[src/rtl/lc3b_types.sv]
// Shared LC-3b types: opcodes, ALU functions and the machine word.
package lc3b_types;

  typedef logic [15:0] lc3b_word;

  typedef enum logic [3:0] {
    op_br   = 4'b0000,
    op_add  = 4'b0001,
    op_ldb  = 4'b0010,
    op_stb  = 4'b0011,
    op_jsr  = 4'b0100,
    op_and  = 4'b0101,
    op_ldr  = 4'b0110,
    op_str  = 4'b0111,
    op_rti  = 4'b1000,
    op_not  = 4'b1001,
    op_ldi  = 4'b1010,
    op_sti  = 4'b1011,
    op_jmp  = 4'b1100,
    op_shf  = 4'b1101,
    op_lea  = 4'b1110,
    op_trap = 4'b1111
  } lc3b_opcode;

  typedef enum logic [2:0] {
    alu_add  = 3'd0,
    alu_and  = 3'd1,
    alu_not  = 3'd2,
    alu_pass = 3'd3,
    alu_sll  = 3'd4,
    alu_srl  = 3'd5,
    alu_sra  = 3'd6
  } lc3b_aluop;

endpackage

[src/rtl/control.sv]
// Multicycle LC-3b control FSM (Moore). Drives datapath loads/selects and
// the memory handshake. Optional macro CONTROL_INSTR_CNT_EN adds a 16-bit
// count of decoded instructions on port instr_count.
module control
  import lc3b_types::*;
(
  input  logic       clk,
  input  logic       reset,
  input  lc3b_opcode opcode,
  input  logic       branch_enable,
  input  logic       mem_resp,
  output logic       load_pc,
  output logic       load_ir,
  output logic       load_regfile,
  output logic       load_mar,
  output logic       load_mdr,
  output logic       load_cc,
  output logic       pcmux_sel,
  output logic       storemux_sel,
  output logic       alumux_sel,
  output logic       regfilemux_sel,
  output logic       marmux_sel,
  output logic       mdrmux_sel,
  output lc3b_aluop  aluop,
  output logic       mem_read,
  output logic       mem_write,
`ifdef CONTROL_INSTR_CNT_EN
  output lc3b_word   instr_count,
`endif
  output logic [1:0] mem_byte_enable
);

  typedef enum logic [3:0] {
    fetch1, fetch2, fetch3, decode,
    s_add, s_and, s_not,
    br, br_taken,
    calc_addr, ldr1, ldr2, str1, str2
  } state_t;

  state_t state, next_state;

  assign mem_byte_enable = 2'b11;

  // State register; reset always lands in fetch1.
  always_ff @(posedge clk) begin
    if (reset) state <= fetch1;
    else       state <= next_state;
  end

  // Next-state logic; memory states hold until mem_resp.
  always_comb begin
    next_state = fetch1;
    case (state)
      fetch1:    next_state = fetch2;
      fetch2:    next_state = mem_resp ? fetch3 : fetch2;
      fetch3:    next_state = decode;
      decode: begin
        case (opcode)
          op_add:         next_state = s_add;
          op_and:         next_state = s_and;
          op_not:         next_state = s_not;
          op_br:          next_state = br;
          op_ldr, op_str: next_state = calc_addr;
          default:        next_state = fetch1;
        endcase
      end
      br:        next_state = branch_enable ? br_taken : fetch1;
      calc_addr: next_state = (opcode == op_ldr) ? ldr1 : str1;
      ldr1:      next_state = mem_resp ? ldr2 : ldr1;
      str1:      next_state = str2;
      str2:      next_state = mem_resp ? fetch1 : str2;
      default:   next_state = fetch1;
    endcase
  end

  // Moore outputs; reset masks them so an aborted memory request drops at once.
  always_comb begin
    load_pc        = 1'b0;
    load_ir        = 1'b0;
    load_regfile   = 1'b0;
    load_mar       = 1'b0;
    load_mdr       = 1'b0;
    load_cc        = 1'b0;
    pcmux_sel      = 1'b0;
    storemux_sel   = 1'b0;
    alumux_sel     = 1'b0;
    regfilemux_sel = 1'b0;
    marmux_sel     = 1'b0;
    mdrmux_sel     = 1'b0;
    aluop          = alu_add;
    mem_read       = 1'b0;
    mem_write      = 1'b0;
    if (!reset) begin
      case (state)
        fetch1: begin
          marmux_sel = 1'b1;
          load_mar   = 1'b1;
          load_pc    = 1'b1;
        end
        fetch2, ldr1: begin
          mem_read   = 1'b1;
          mdrmux_sel = 1'b1;
          load_mdr   = 1'b1;
        end
        fetch3: load_ir = 1'b1;
        s_add, s_and, s_not: begin
          aluop        = (state == s_and) ? alu_and :
                         (state == s_not) ? alu_not : alu_add;
          load_regfile = 1'b1;
          load_cc      = 1'b1;
        end
        br_taken: begin
          pcmux_sel = 1'b1;
          load_pc   = 1'b1;
        end
        calc_addr: begin
          alumux_sel = 1'b1;
          load_mar   = 1'b1;
        end
        ldr2: begin
          regfilemux_sel = 1'b1;
          load_regfile   = 1'b1;
          load_cc        = 1'b1;
        end
        str1: begin
          storemux_sel = 1'b1;
          aluop        = alu_pass;
          load_mdr     = 1'b1;
        end
        str2: mem_write = 1'b1;
        default: ;
      endcase
    end
  end

`ifdef CONTROL_INSTR_CNT_EN
  // Counts decode cycles; wraps naturally at 16 bits.
  always_ff @(posedge clk) begin
    if (reset)                instr_count <= '0;
    else if (state == decode) instr_count <= instr_count + 16'd1;
  end
`endif

endmodule

[config.mk]
export PLATFORM = sky130hd
export DESIGN_NAME = control
export DESIGN_NICKNAME = d
export VERILOG_FILES = /design/src/rtl/lc3b_types.sv /design/src/rtl/control.sv
export SDC_FILE = /design/constraint.sdc
export NUM_CORES = 1
export LEC_CHECK = 0
export ABC_AREA = 1
export ABC_CLOCK_PERIOD_IN_PS = 3200
export CAP_MARGIN = 20
export CORE_MARGIN = 1
export CORE_UTILIZATION = 31
export DETAILED_ROUTE_END_ITERATION = 10
export PLACE_DENSITY_LB_ADDON = 0.15
export SYNTH_ARGS = -nofsm -noshare
export SYNTH_HDL_FRONTEND = slang
export SYNTH_SLANG_ARGS = --single-unit
[constraint.sdc]
create_clock -name clk -period 3.2 [get_ports clk]
set_input_delay 0.64 -clock clk [delete_from_list [all_inputs] [get_ports clk]]
set_output_delay 0.64 -clock clk [all_outputs]
set_load 0.02 [all_outputs]
Word-level counts from Yosys, hierarchy flattened
Cells that the tools add are included.

cells by class
  equal/unequal tests = 18
  multiplexer cells = 35
  reduce and logical (&&, ||, !) cells = 9

operator list
  cell                                           count
  one-hot mux 4 bit (9 select lines)             1
  == test 4 x 3 -> 1 bit, second input constant  7
  == test 4 bit, second input constant           7
  2-to-1 mux 1 bit                               25
  one-hot mux 4 bit (5 select lines)             1
  == test 4 x 1 -> 1 bit, second input constant  2
  == test 4 x 2 -> 1 bit, second input constant  2
  logical NOT 4 bit                              2
  2-to-1 mux 2 bit                               4
  2-to-1 mux 4 bit                               2
  OR reduction 2 bit                             4
  OR reduction 3 bit                             2
  one-hot mux 2 bit (2 select lines)             1
  OR reduction 4 bit                             1
  2-to-1 mux 3 bit                               1

storage, ports and cells
  flip-flop bits (word level) = 4
  bits of input ports = 8
  word-level logic and storage cells = 63

Logic depth before layout (Yosys ltp)
  depth in word-level cells = 5
  mapped depth = 7
  depth with buffers taken out = 7

Worst setup path before layout
OpenSTA, ideal clock, no wires.

  path type = input port to output port
  start point = input port reset
  end point = output port load_regfile
  arrival = 1.500 ns
  path slack = 1.060 ns
  cell stages on the path = 3
  path buffers = 2
  cells stage by stage = buf_1 o22ai_1 buf_4

between the ends
  cells in the longest elaborated chain, start to end = 1

RTL lines
  item              line           RTL
  start, declared   control.sv:8   input logic reset,
  2-to-1 mux 1 bit  -
  end, declared     control.sv:14  output logic load_regfile,

Every way passes these cells.

Worst setup path in the final report
  start point = input port reset
  end point = output port load_mdr

between the ends
  cells in the longest elaborated chain, start to end = 1

RTL lines
  item              line           RTL
  2-to-1 mux 1 bit  control.sv:93  if (!reset) begin
  end, declared     control.sv:16  output logic load_mdr,

Every way passes these cells.

==> metrics.txt <==
critical path's most frequent cell sky130_fd_sc_hd__clkdlybuf4s50_1; Critical Path End Type primary output; PwrDens 250 nW/µm²; floorplan row count 14; met3 demand-to-capacity share in global routing 0.0647; number of levels in the clock H-tree 1; Skew-Pair Late Insertion Delay 0.23 ns; largest area contributor in the netlist sky130_fd_sc_hd__nor2_1; final setup vio count 0; number of warnings issued by yosys 0; post-route clock skew 0.00391 ns; Critical-path top delay cell sky130_fd_sc_hd__clkdlybuf4s50_1; shortest period the worst path allows 2.85 ns; Most flops, register state; total clock sinks 4; largest incremental delay on the critical path 0.59 ns; net total in the final layout 128; final max-slew violation count 0; dpl hpwl 1.07 mm; per-cell via count in the routed design 4.74; Regs by FF count state x4; area of the placeable core 1510 µm²; count of input and output buffers 23; Filler cells 166; Hold Crit Class flop to flop; met2 Track Usage GR 0.263; synthesized flop and latch total 4; height of the die 42.0 µm; flip-flop count of the largest register after layout 4; number of routed nets with antenna violations 0; full die area 1760 µm²; Placed Instances 131; final critical-path setup slack 0.351 ns; post-synthesis simple-gate area fraction 0.533; Avg WL per Cell 9.26 µm; Final Power 185 µW; cell area after synthesis 495 µm²; post-route non-filler standard cell count 134; data required time of the critical path 2.56 ns; cell at the root of the clock tree sky130_fd_sc_hd__clkbuf_4; Remaining DRCs 0; Post-Synthesis Mean Instance Area 5.16 µm²; total negative setup slack 0 ns; Placer Congestion 0.771; first-pass GRT wire length 2.04 mm; number of buffers between clock root and the deepest sink 2; setup slack at placement 0.336 ns; data arrival time of the worst path 2.21 ns; VDD IR-drop max 0.309 mV; gate count of the mapped netlist 96; main combinational cell family by area after synthesis simple AND/OR/NAND/NOR gates; clock tree from TritonCTS done; hold depth 4; overall routing resource usage 0.148; number of resized instances in the post-cts repair step 0; classification of the worst setup path input pin to primary output; number of library cell types mapped by synthesis 18; period utilisation layout 0.890; initial core utilization 0.329; Congestion Overflow GR 0; x dimension of the die 42.0 µm; xor-xnor portion of the synthesized cell area 0; number of top-level pins 27; result of the run finished, final reports clean; post-synthesis adder-cell area fraction 0; highest attainable clock frequency 0.351 GHz; layout cell share with drive strength beyond 1 0.0932; Compound-Gate Fraction of Synth Area 0.116; area overhead of the layout relative to synthesis 49.0%; post-synthesis sequential area ratio 0.162; number of hold buffers added after cts 0; multiplexer share of the synthesized area 0; static leakage 0.330 nW; number of antenna cells inserted 0; via count of the first global-routing pass 522; antenna violations before repair 0; total via count after detailed routing 635; number of violations of the max-capacitance limit 0; reg2reg path depth 7; clock transition at the registers of the reported paths 0.03 ns; synth top area cells sky130_fd_sc_hd__nor2_1, sky130_fd_sc_hd__nand2_1, sky130_fd_sc_hd__dfxtp_1, sky130_fd_sc_hd__nand3_1, sky130_fd_sc_hd__buf_4; First-pass DRT Iterations 4; maximum number of pins on one net before global-route repair 12; GR Layer Usage met1 0.176; RSZ-0062 raised after global routing no; hold violation count in the final report 0; Worst Setup Start Kind input pin; Cell Chain, Critical Path clkdlybuf4s50_1, inv_1, nand3_1, nor2_1, or2_1, clkdlybuf4s50_1; total CTS buffers 3; Max FO, Critical Path 7; violation count after the first detailed-route iteration 15; peak-usage layer in the global routing report met2; top cell type's share of synthesized area 0.197; detailed-route wire length 1.24 mm; postcts setup bufs 0
## logic make-up (layout without fill, tap and decap cells)
logic type,Yosys count,after routing
and+or+nand+nor,63,63
buffers and inverters,18,39
other,2,3
DFF,4,4
AOI/OAI and AO/OA,9,9
## synthesized netlist by cell type
master                     n
sky130_fd_sc_hd__a21oi_1   2
sky130_fd_sc_hd__a21oi_2   2
sky130_fd_sc_hd__buf_1     1
sky130_fd_sc_hd__buf_4     5
sky130_fd_sc_hd__conb_1    2
sky130_fd_sc_hd__dfxtp_1   4
sky130_fd_sc_hd__inv_1     9
sky130_fd_sc_hd__inv_2     3
sky130_fd_sc_hd__nand2_1  23
sky130_fd_sc_hd__nand2_2   1
sky130_fd_sc_hd__nand3_1   8
sky130_fd_sc_hd__nand4_1   1
sky130_fd_sc_hd__nor2_1   26
sky130_fd_sc_hd__nor2_4    1
sky130_fd_sc_hd__nor3_1    2
sky130_fd_sc_hd__o21ai_1   1
sky130_fd_sc_hd__o22ai_1   4
sky130_fd_sc_hd__or2_1     1
## layout by cell type (no fill, tap or decap), drive strengths merged
cell type and n:
dfxtp 4, or2 1, clkbuf 3, o22ai 4
o21ai 1, inv 12, a21oi 4, conb 3
nor3 2, clkdlybuf4s50 23, nand2 24, nand3 8
buf 1, nand4 1, nor2 27
## worst max-delay path: cells and delay by family
kind                   cells  cell delay [ns]
and+or+nand+nor            3             0.47
buffers and inverters      3             1.10
## through the flow
stage | hold slack (ns) | utilization | instance area (µm²)
final | 0.667 | 0.490 | 738
after global routing | 0.716 | 0.490 | 738
after CTS | 0.671 | 0.490 | 738
after detailed placement | 0.665 | 0.475 | 716
after global placement | 0.656 | 0.475 | 716
after floorplan | 0.604 | - | 499
## layout make-up
cell class,count,area [µm²],area share
Clock buffer,3,22.5,0.0305
Inverter,12,45.0,0.0610
Multi-Input combinational cell,75,333,0.451
Sequential cell,4,80.1,0.108
Tap cell,16,20.0,0.0271
Timing Repair Buffer,24,238,0.322
## final timing paths
path,start,end,slack (ns)
hold reg to reg,state[1],state[1],0.67
setup / recovery,reset,load_mdr,0.35
hold / removal,state[1],state[1],0.67
setup reg to reg,state[2],state[2],2.07
## metal layers
metal  up-vias  routed length, µm
met4         0                  0
met1       272                546
met3         0                 78
met2        25                616
li1        338                  -
met5         -                  0
## power by group
| group | internal [mW] | switching (mW) | leakage [nW] |
|---|---|---|---|
| Combinational | 0.0300 | 0.0387 | 0.284 |
| Sequential | 0.0526 | 0.00305 | 0.0327 |
| Clock | 0.0418 | 0.0187 | 0.0138 |
| Total | 0.124 | 0.0604 | 0.330 |
Note: power is estimated with default switching activity, not from simulation.
